==> config.mk <==
export PLATFORM = sky130hd
export DESIGN_NAME = icache_ctrl
export DESIGN_NICKNAME = d
export VERILOG_FILES = /design/src/rtl/icache_pkg.sv /design/src/rtl/icache_ctrl.sv
export SDC_FILE = /design/constraint.sdc
export NUM_CORES = 1
export LEC_CHECK = 0
export ABC_AREA = 1
export CAP_MARGIN = 10
export CORE_AREA = 2 2 191 193
export CTS_BUF_LIST = sky130_fd_sc_hd__clkbuf_8
export DETAILED_ROUTE_END_ITERATION = 12
export DIE_AREA = 0 0 193 195
export PLACE_DENSITY_LB_ADDON = 0.12
export SYNTH_ARGS = -nofsm -noshare
export SYNTH_HDL_FRONTEND = slang
export SYNTH_SLANG_ARGS = --single-unit
==> constraint.sdc <==
create_clock -name clock -period 3.34 [get_ports clock]
set_input_delay 0.501 -clock clock [delete_from_list [all_inputs] [get_ports clock]]
set_output_delay 0.501 -clock clock [all_outputs]
set_load 0.1 [all_outputs]
==> src/rtl/icache_pkg.sv <==
// Shared types and address-field constants for the instruction-cache controller.
package icache_pkg;

    localparam int IDX_W  = 5;
    localparam int TAG_W  = 8;
    localparam int OFF_W  = 3;
    localparam int LINE_W = TAG_W + IDX_W;

    // Fetch address field positions: [2:0] offset, [7:3] index, [15:8] tag
    localparam int OFF_LSB = 0;
    localparam int OFF_MSB = OFF_LSB + OFF_W - 1;
    localparam int IDX_LSB = OFF_MSB + 1;
    localparam int IDX_MSB = IDX_LSB + IDX_W - 1;
    localparam int TAG_LSB = IDX_MSB + 1;
    localparam int TAG_MSB = TAG_LSB + TAG_W - 1;

    typedef enum logic [1:0] {
        NONE  = 2'd0,
        LOAD  = 2'd1,
        STORE = 2'd2
    } MEM_CMD;

    typedef enum logic {
        IDLE = 1'b0,
        WAIT = 1'b1
    } ICACHE_STATE;

    // Byte address of the start of a cache line
    function automatic logic [63:0] line_addr(input logic [TAG_W-1:0] tag,
                                               input logic [IDX_W-1:0] idx);
        return {48'b0, tag, idx, {OFF_W{1'b0}}};
    endfunction

endpackage

==> src/rtl/icache_ctrl.sv <==
// Blocking direct-mapped instruction-cache controller: hit path, single
// outstanding LOAD on a miss, tagged fill into the cache memory with a
// same-cycle bypass to fetch, and hit/miss event counters.
module icache_ctrl
    import icache_pkg::*;
#(
    parameter int MEM_TAG_W = 4
) (
    input  logic                 clock,
    input  logic                 reset,

    input  logic                 proc2Icache_valid,
    input  logic [63:0]          proc2Icache_addr,
    output logic                 Icache_valid_out,
    output logic [63:0]          Icache_data_out,

    output logic [1:0]           Icache2mem_command,
    output logic [63:0]          Icache2mem_addr,
    input  logic [MEM_TAG_W-1:0] mem2Icache_response,
    input  logic [MEM_TAG_W-1:0] mem2Icache_tag,
    input  logic [63:0]          mem2Icache_data,

    output logic [IDX_W-1:0]     rd1_idx,
    output logic [TAG_W-1:0]     rd1_tag,
    input  logic [63:0]          rd1_data,
    input  logic                 rd1_valid,

    output logic                 wr1_en,
    output logic [IDX_W-1:0]     wr1_idx,
    output logic [TAG_W-1:0]     wr1_tag,
    output logic [63:0]          wr1_data,

    output logic [31:0]          hit_count,
    output logic [31:0]          miss_count
);

    ICACHE_STATE           state_reg, state_next;
    logic [MEM_TAG_W-1:0]  pend_tag_reg, pend_tag_next;
    logic [IDX_W-1:0]      pend_idx_reg, pend_idx_next;
    logic [TAG_W-1:0]      pend_ltag_reg, pend_ltag_next;
    logic [31:0]           hit_count_reg, hit_count_next;
    logic [31:0]           miss_count_reg, miss_count_next;

    logic [IDX_W-1:0]      fetch_idx;
    logic [TAG_W-1:0]      fetch_tag;
    logic                  hit;
    logic                  miss_req;
    logic                  load_accept;
    logic                  fill;
    logic                  bypass;

    // Only the index and tag fields select a line; offset and high bits are don't-care
    logic unused_addr_bits;
    assign unused_addr_bits = &{1'b0, proc2Icache_addr[63:TAG_MSB+1],
                                proc2Icache_addr[OFF_MSB:OFF_LSB]};

    assign fetch_idx = proc2Icache_addr[IDX_MSB:IDX_LSB];
    assign fetch_tag = proc2Icache_addr[TAG_MSB:TAG_LSB];

    // Cache-memory read port tracks the fetch address every cycle
    assign rd1_idx = fetch_idx;
    assign rd1_tag = fetch_tag;

    assign hit         = proc2Icache_valid & rd1_valid;
    assign miss_req    = (state_reg == IDLE) & proc2Icache_valid & ~rd1_valid;
    assign load_accept = miss_req & (mem2Icache_response != '0);
    // A zero pending tag can never match, so stray returns after reset are dropped
    assign fill        = (state_reg == WAIT) & (pend_tag_reg != '0) &
                         (mem2Icache_tag == pend_tag_reg);
    assign bypass      = fill & proc2Icache_valid &
                         ({fetch_tag, fetch_idx} == {pend_ltag_reg, pend_idx_reg});

    // State register
    always_ff @(posedge clock or negedge reset) begin
        if (!reset) begin
            state_reg <= IDLE;
        end else begin
            state_reg <= state_next;
        end
    end

    // Next-state logic: leave IDLE when memory accepts the LOAD, leave WAIT on the matching fill
    always_comb begin
        state_next = state_reg;
        case (state_reg)
            IDLE:    if (load_accept) state_next = WAIT;
            WAIT:    if (fill)        state_next = IDLE;
            default: state_next = IDLE;
        endcase
    end

    // Output logic: memory command, fill strobe and fetch response
    always_comb begin
        Icache2mem_command = NONE;
        Icache2mem_addr    = '0;
        wr1_en             = 1'b0;
        wr1_idx            = pend_idx_reg;
        wr1_tag            = pend_ltag_reg;
        wr1_data           = mem2Icache_data;
        Icache_valid_out   = hit | bypass;
        Icache_data_out    = rd1_data;
        case (state_reg)
            IDLE: begin
                if (miss_req) begin
                    Icache2mem_command = LOAD;
                    Icache2mem_addr    = line_addr(fetch_tag, fetch_idx);
                end
            end
            WAIT: begin
                wr1_en = fill;
                if (bypass && !hit) begin
                    Icache_data_out = mem2Icache_data;
                end
            end
            default: ;
        endcase
    end

    // Pending-miss bookkeeping: capture on accept, clear once the fill lands
    always_comb begin
        pend_tag_next  = pend_tag_reg;
        pend_idx_next  = pend_idx_reg;
        pend_ltag_next = pend_ltag_reg;
        if (load_accept) begin
            pend_tag_next  = mem2Icache_response;
            pend_idx_next  = fetch_idx;
            pend_ltag_next = fetch_tag;
        end else if (fill) begin
            pend_tag_next  = '0;
        end
    end

    // Event counters, wrapping modulo 2^32
    always_comb begin
        hit_count_next  = hit_count_reg  + (Icache_valid_out ? 32'd1 : 32'd0);
        miss_count_next = miss_count_reg + (load_accept      ? 32'd1 : 32'd0);
    end

    // Pending-miss and counter registers
    always_ff @(posedge clock or negedge reset) begin
        if (!reset) begin
            pend_tag_reg   <= '0;
            pend_idx_reg   <= '0;
            pend_ltag_reg  <= '0;
            hit_count_reg  <= '0;
            miss_count_reg <= '0;
        end else begin
            pend_tag_reg   <= pend_tag_next;
            pend_idx_reg   <= pend_idx_next;
            pend_ltag_reg  <= pend_ltag_next;
            hit_count_reg  <= hit_count_next;
            miss_count_reg <= miss_count_next;
        end
    end

    assign hit_count  = hit_count_reg;
    assign miss_count = miss_count_reg;

endmodule

Word level (Yosys, flattened, before mapping)

Index checks and enable logic that the tools add are counted.

Memories kept: 0
Output and inout port bits: 286
Bits in read-only memories: 0
Latch bits: 0
Bits in writable memories: 0
Bits in registers: 82

Magnitude comparators: 0
Reductions and logical operators: 5
Shift operators: 0
Multipliers: 0
Add/subtract/negate cells: 2
Bitwise operators: 11
Divide/modulo/power cells: 0
Eq/ne operators: 2
Multiplexer cells: 14

Operators with widths:

| operator            | number |
|---|---|
| $mux W64            | 2 |
| $add A32 B1 Y32     | 2 |
| $mux W16            | 2 |
| $eq A13 B13 Y1      | 1 |
| $and A1 B1 Y1       | 8 |
| $mux W4             | 2 |
| $reduce_bool A4 Y1  | 2 |
| $mux W1             | 7 |
| $eq A4 B4 Y1        | 1 |
| $not A1 Y1          | 2 |
| $pmux W1 S2         | 1 |
| $reduce_bool A2 Y1  | 1 |
| $logic_and A1 B1 Y1 | 1 |
| $logic_not A1 Y1    | 1 |
| $or A1 B1 Y1        | 1 |

Longest topological paths before layout

Gate-level depths: netlist of run 1.

Word-level depth: 8
Mapped depth: 18
Mapped depth without buffers: 17

Least setup slack after synthesis of run 1

Ideal clock, no wire load.

Path type: input port to output port
Start: input rd1_valid
End: output Icache2mem_addr[10]
Data arrival time: 3.532 ns
Stages on the path: 4
Buffers on the path: 1
Slack: -0.693 ns
Cells stage by stage: nor3_2 -> inv_1 -> clkbuf_1 -> nor2_1

Longest elaborated chain between the ends: 4

Ends and longest elaborated chain:

| element       | RTL line           | text |
|---|---|---|
| from (decl)   | icache_ctrl.sv:26  | `input logic rd1_valid,` |
| $not A1 Y1    | icache_ctrl.sv:65  | `assign miss_req = (state_reg == IDLE) & proc2Icache_valid & ~rd1_valid;` |
| $and A1 B1 Y1 | icache_ctrl.sv:65  |  |
| $mux W16      | icache_ctrl.sv:104 | `if (miss_req) begin` |
| $mux W16      | icache_ctrl.sv:102 | `case (state_reg)` |
| to (decl)     | icache_ctrl.sv:18  | `output logic [63:0] Icache2mem_addr,` |

Every way passes these cells.

Worst setup path after layout of run 1

Start: input mem2Icache_tag[3]
End: output Icache_data_out[46]

Longest elaborated chain between the ends: 7

Ends and longest elaborated chain:

| element                    | RTL line           | text |
|---|---|---|
| from (decl)                | icache_ctrl.sv:20  | `input logic [MEM_TAG_W-1:0] mem2Icache_tag,` |
| $eq A4 B4 Y1               | icache_ctrl.sv:69  | `(mem2Icache_tag == pend_tag_reg);` |
| $and A1 B1 Y1              | icache_ctrl.sv:68  | `assign fill = (state_reg == WAIT) & (pend_tag_reg != '0) &` |
| $and A1 B1 Y1 (2 in a row) | icache_ctrl.sv:70  | `assign bypass = fill & proc2Icache_valid &` |
| $logic_and A1 B1 Y1        | icache_ctrl.sv:111 | `if (bypass && !hit) begin` |
| $mux W64                   | icache_ctrl.sv:111 |  |
| $mux W64                   | icache_ctrl.sv:102 |  |
| to (decl)                  | icache_ctrl.sv:15  | `output logic [63:0] Icache_data_out,` |

Every way passes these cells.

==> metrics.txt, run 1 <==
max_cap viols 0; Final setup viols 0; share of the synthesized area in the top cell type 0.3203; worst clock skew 0.01585 ns; Hold WC Path Type primary input to asynchronous set/reset pin; TritonCTS clock tree yes; synthesized area per cell 7.206 um^2; gr usage total 0.1552; CTS Buf Count 9; CP required 2.84 ns; final wirelength 30.54 mm; largest net degree at the start of global routing 65; Syn. warnings 0; synth unique cells 29; crit path launch mem2Icache_tag[3]; final cell count without fillers around 1700; GRT overflow 0; internal cell power around 2.5 mW; Num Clock Sinks between 80 and 90; Slew headroom 0.3259; CP Launch Type primary input; Die Area 37640 um^2; Critical Path Sink Icache_data_out[46]; biggest area consumer among synthesized cells dfrtp_1; 1st-iter DRT viols 243; Initial Utilization 0.1810; vias 6672; ratio of cells with drive above 1 in the final layout 0.2529; Psw 3.275 mW; Placeable Area 35400 um^2; Comb power frac 0.615; Final Hold Fails 0; cell count after synthesis 889; placed wire-length estimate between 20 and 30 mm; critical path capture point type primary output; WP data arrival 2.69 ns; Pwr Total 5.739 mW; fin nets approximately 1400; final slew viol count 0; RSZ-0062 raised after global routing no; switching share of power 0.5707; IO buf count ~390; setup TNS 0 ns; power per cell area 519.0 nW/um^2; Clock Root Buffer clkbuf_8; Max Clk Rate roughly 310 MHz; count of state elements after synthesis 82; initial antenna violation count 1; RR Endpoint hit_count[22]$_DFF_PN0_; CP max FO 36; area added between synthesis and finish 72.60%; Reg clk slew, reported paths around 0.10 ns; leakage 5.239 nW; Finished Core Util 0.3124; die height 195 um; sequential element share of the synthesized area 0.3203; Ports between 400 and 500; Final period util 0.9542; vias in the first global route 6574; Placement Rows 69; Synth Cell Area approximately 6400 um^2; H-tree levels 3; first-pass GRT wire length 43.42 mm; worst vdd ir roughly 0.22 mV; Vias/cell 3.955; DRC 0; CTS max path bufs 2; DP Cell Count 1671; Setup Crit Path Kind primary input to primary output; status complete, no violations; post-route ant nets 0; clock share of power 0.148; Worst R2R Setup Slack 0.76 ns; ant diodes 0; first-pass iteration count of the detailed router 4; top post-synthesis cells by area dfrtp_1 32%, buf_4 16%, nand2_1 16%; worst slew pin tran ~1 ns; GP Congestion 0.8075; dpl ws 0.07680 ns; clock latency on the worst-skew pair between 0.3 and 0.4 ns; sequential share of power 0.237; width of the die 193 um; worst setup margin 0.1528 ns; Final min period 3.187 ns; R2R Path Start wr1_tag[1]$_DFFE_PN0N_; WL/cell 18.10 um; FF-to-FF path depth 17
[power by group through the flow]
| stage | Combinational (mW) | Sequential, mW | Clock, mW |
|---|---|---|---|
| 2_1_floorplan | 1.64 | 2.32 | 0 |
| 3_3_place_gp | 3.57 | 1.37 | 0 |
| 3_5_place_dp | 3.56 | 1.38 | 0 |
| 4_1_cts | 3.57 | 1.36 | 0.898 |
| 5_1_grt | 3.69 | 1.39 | 0.933 |
| 6_report | 3.53 | 1.36 | 0.850 |
[kinds of logic after synthesis]
group / share of synthesized area
DFF: 0.3203
xor gates and xnor gates: 0.09023
AOI/OAI and AO/OA: 0.02129
adders and majority gates: 0.007813
other: 0.0005854
and+or+nand+nor: 0.3361
buffers and inverters: 0.2236
[what timing repair did]
item,in CTS,in global routing
resized for setup,0,2
setup endpoints to repair,0,36
hold buffers,0,0
buffers inserted,0,0
[cells in the mapped netlist]
cell type,number
nand2_1,268
buf_4,136
dfrtp_1,82
nor2_1,78
nand4_1,77
inv_1,55
xor2_1,36
xnor2_1,30
nand3_1,23
nor3_1,18
buf_6,11
clkbuf_1,11
o21ai_1,11
nand2_2,10
o21ai_0,10
inv_2,8
nor2_2,7
ha_1,4
o22ai_1,3
buf_2,2
a21oi_1,1
and2_1,1
conb_1,1
nand4_4,1
nor2_4,1
nor3_2,1
nor4_1,1
o211ai_1,1
or2_2,1
[layout by cell type (no fill, tap or decap), drive strengths merged]
cell / synthesis / routed
nor2: 86 / 86
ha: 4 / 4
nand4: 78 / 78
nand2: 278 / 278
or2: 1 / 1
buf: 149 / 234
conb: 1 / 52
nor3: 19 / 19
xnor2: 30 / 30
clkbuf: 11 / 9
clkdlybuf4s50: 0 / 196
o22ai: 3 / 3
inv: 63 / 66
xor2: 36 / 36
bufinv: 0 / 2
dfrtp: 82 / 82
nor4: 1 / 1
nand3: 23 / 23
o21ai: 21 / 21
o211ai: 1 / 1
clkinv: 0 / 2
a21oi: 1 / 1
and2: 1 / 1
[area by class of cell]
cell class / instances / area, um^2
Tap cell: 461 / 576.8
Multi-Input combinational cell: 635 / 3176
Clock inverter: 7 / 98.84
Sequential cell: 82 / 2068
Fill cell: 3800 / 24340
Clock buffer: 9 / 123.9
Inverter: 63 / 236.5
Timing Repair Buffer: 430 / 4777
[how the worst min path moves through the flow]
stage                       startpoint                      end  slack, ns
2_1_floorplan                    reset   hit_count[0]$_DFF_PN0_       0.21
3_3_place_gp   hit_count[31]$_DFF_PN0_  hit_count[31]$_DFF_PN0_       0.46
3_5_place_dp   hit_count[31]$_DFF_PN0_  hit_count[31]$_DFF_PN0_       0.46
4_1_cts                          reset  hit_count[17]$_DFF_PN0_       0.22
5_1_grt                          reset  hit_count[18]$_DFF_PN0_       0.24
6_report                         reset  hit_count[18]$_DFF_PN0_       0.20
[stage by stage]
step	area [um^2]	hold WS (ns)
2_1_floorplan	6655	0.2054
3_3_place_gp	10830	0.4648
3_5_place_dp	10830	0.4641
4_1_cts	11050	0.2151
5_1_grt	11060	0.2408
6_report	11060	0.2024
[layer usage]
layer | part of all wire | GRT usage | wire [um] | vias to the layer above
met3 | 0.071 | 0.03541 | 2158 | 16
met4 | 0.013 | 0.02750 | 384 | 0
met1 | 0.40 | 0.1851 | 12080 | 3092
met2 | 0.52 | 0.2840 | 15920 | 232
li1 | - | - | - | 3332
met5 | 0 | 0 | 0 | -
[worst max-delay path: stages]
cell	delay, ns
clkdlybuf4s50_1	0.57
inv_1	0.08
nand2_1	0.06
nand2_1	0.05
nor2_2	0.10
nand3_1	0.15
nor2_4	0.13
buf_6	0.27
buf_12	0.25
nand4_1	0.12
nand2_1	0.16
buf_12	0.19
Power figures use the tool's default switching activity.
==> run 2, diff against run 1 <==
--- a/config.mk
+++ b/config.mk
@@ -12,6 +12,7 @@
 export DETAILED_ROUTE_END_ITERATION = 12
 export DIE_AREA = 0 0 193 195
 export PLACE_DENSITY_LB_ADDON = 0.12
+export RECOVER_POWER = 100
 export SYNTH_ARGS = -nofsm -noshare
 export SYNTH_HDL_FRONTEND = slang
 export SYNTH_SLANG_ARGS = --single-unit
==> run 2 against run 1 <==
Effect of this change: the flow now finishes with violations (max-capacitance violations, max-slew violations); utilization shrank 2.9 points; largest cell class unchanged; global-route usage is the same; worst hold slack better by 0.27 ns; critical endpoint unchanged.
==> metrics.txt, run 2 (synthesized netlist as in run 1, its figures left out) <==
Max stage delay cell, worst path clkdlybuf4s50_1 (unchanged); clock latency on the worst-skew pair 0.37 ns (about the same); cts hold-fix bufs 0 (unchanged); Initial Utilization 0.1810 (unchanged); Reg clk slew, reported paths 0.10 ns (about the same); Placement Rows 69 (unchanged); Final min period 3.173 ns (was 3.187 ns); fin nets 1429 (unchanged); ant diodes 0 (unchanged); worst clock skew 0.01620 ns (was 0.01585 ns); Max Clk Rate 315.2 MHz (was 313.8 MHz); die height 195 um (unchanged); Clock Root Buffer clkbuf_8 (unchanged); Die Area 37640 um^2 (unchanged); first-pass iteration count of the detailed router 4 (unchanged); Final Hold Fails 0 (unchanged); fillers 4001 (was 3800); final cell count without fillers 1687 (unchanged); sequential share of power 0.246 (was 0.237); CP most frequent cell nand2_1 (unchanged); DRC 0 (unchanged); CTS Buf Count 9 (unchanged); initial antenna violation count 1 (unchanged); Slew headroom -0.01426 (was 0.3259); area added between synthesis and finish 56.41% (was 72.60%); worst vdd ir 0.2132 mV (was 0.2171 mV); WP data arrival 2.67 ns (was 2.69 ns); WL/cell 18.20 um (was 18.10 um); final wirelength 30.71 mm (was 30.54 mm); Ports 490 (unchanged); commonest non-fill, non-tap cell in the layout nand2_1 (unchanged); final slew viol count 55 (was 0); vias in the first global route 6574 (unchanged); Psw 3.250 mW (was 3.275 mW); IO buf count 386 (unchanged); CP required 2.84 ns (about the same); internal cell power 2.242 mW (was 2.464 mW); Setup Crit Path Kind primary input to primary output (unchanged); switching share of power 0.5918 (was 0.5707); Comb power frac 0.599 (was 0.615); post-route ant nets 0 (unchanged); CP Launch Type primary input (unchanged); vias 6640 (was 6672); GRT overflow 0 (unchanged); CTS max path bufs 2 (unchanged); Hold WC Path Type flip-flop to flip-flop (was primary input to asynchronous set/reset pin); gr usage total 0.1552 (unchanged); Post-CTS Setup Bufs 0 (unchanged); first-pass GRT wire length 43.42 mm (unchanged); ratio of cells with drive above 1 in the final layout 0.1411 (was 0.2529); failing checks max-capacitance violations, max-slew violations; Vias/cell 3.936 (was 3.955); status finished with violations (was complete, no violations); H-tree levels 3 (unchanged); setup TNS 0 ns (unchanged); Pwr Total 5.493 mW (was 5.739 mW); max_cap viols 1 (was 0); largest net degree at the start of global routing 65 (unchanged); 1st-iter DRT viols 238 (was 243); clock share of power 0.155 (was 0.148); RSZ-0062 raised after global routing no (unchanged); Final period util 0.9499 (was 0.9542); Placeable Area 35400 um^2 (unchanged); critical path capture point type primary output (unchanged); GP Congestion 0.8075 (unchanged); Final setup viols 0 (unchanged); CP cell instances clkdlybuf4s50_1, inv_1, nand2_1, nand2_1, nor2_2, nand3_1, nor2_4, buf_6, buf_12, nand4_1, nand2_1, buf_12 (unchanged); Num Clock Sinks 82 (unchanged); width of the die 193 um (unchanged); placed wire-length estimate 25.41 mm (unchanged); TritonCTS clock tree yes (unchanged); DP Cell Count 1671 (unchanged); worst slew pin tran 1.521 ns (was 1.008 ns); Worst R2R Setup Slack 0.68 ns (was 0.76 ns); CP max FO 36 (unchanged); CP max stage delay 0.58 ns (was 0.57 ns); power per cell area 548.2 nW/um^2 (was 519.0 nW/um^2); leakage 4.715 nW (was 5.239 nW); most frequent cells in the layout 267 x nand2_1, 150 x clkdlybuf4s50_1, 118 x clkbuf_1 (was 266 x nand2_1, 196 x clkdlybuf4s50_1, 148 x buf_4)
run 2: changes by cell type in the layout (fill, tap and decap cells not counted), sizes merged:
cell and delta:
clkbuf +131, clkdlybuf4s50 -46, buf -131, dlygate4sd3 +46
run 2: critical path: cells and delay by family:
kind / cells / cell delay, ns
simple gates: 7 / 0.77
buf+inv: 5 / 1.35
run 2: power groups by stage:
| stage | registers (mW) | logic (mW) | clock network [mW] |
|---|---|---|---|
| after CTS | 1.36 | 3.57 | 0.898 |
| after detailed placement | 1.38 | 3.56 | 0 |
| after global routing | 1.38 | 3.44 | 0.933 |
| final | 1.35 | 3.29 | 0.852 |
| after floorplan | 2.32 | 1.64 | 0 |
| after global placement | 1.37 | 3.57 | 0 |
run 2: final cells by class:
| class | instances | area (um^2) | share of cell area |
|---|---|---|---|
| Clock buffer | 9 | 123.9 | 0.01236 |
| Clock inverter | 7 | 98.84 | 0.009865 |
| Inverter | 63 | 236.5 | 0.02360 |
| Multi-Input combinational cell | 635 | 3120 | 0.3114 |
| Sequential cell | 82 | 2068 | 0.2064 |
| Tap cell | 461 | 576.8 | 0.05757 |
| Timing Repair Buffer | 430 | 3795 | 0.3787 |
run 2: routing by layer:
metal	up-vias	wire length, um	track usage
met5	-	0	0
met4	0	346	0.02750
met3	14	2122	0.03541
met2	229	15950	0.2840
li1	3330	-	-
met1	3067	12290	0.1851
run 2: timing repair:
| item | 4_1_cts | 5_1_grt |
|---|---|---|
| gates resized for setup | 0 | 2 |
| hold endpoints to repair | 0 | 0 |
| endpoints found under the setup margin | 0 | 36 |
run 2: path summary, 6_finish.rpt:
kind                                          from                        to  cells past startpoint
setup / recovery                 mem2Icache_tag[0]       Icache_data_out[46]                     12
hold / removal             hit_count[31]$_DFF_PN0_   hit_count[31]$_DFF_PN0_                      1
setup reg to reg            wr1_idx[0]$_DFFE_PN0N_   hit_count[27]$_DFF_PN0_                     14
hold reg to reg            hit_count[31]$_DFF_PN0_   hit_count[31]$_DFF_PN0_                      1
max in group asynchronous                    reset  miss_count[22]$_DFF_PN0_                      2
min in group asynchronous                    reset   hit_count[18]$_DFF_PN0_                      1
run 2: stage by stage:
stage          utilization  area (um^2)  setup WS, ns  hold WS, ns
2_1_floorplan            -         6655       0.02814       0.2054
3_3_place_gp        0.3059        10830       0.04865       0.4648
3_5_place_dp        0.3059        10830       0.07680       0.4641
4_1_cts             0.3122        11050       0.05373       0.2151
5_1_grt             0.2831        10020      0.002206       0.5091
6_report            0.2831        10020        0.1675       0.4738
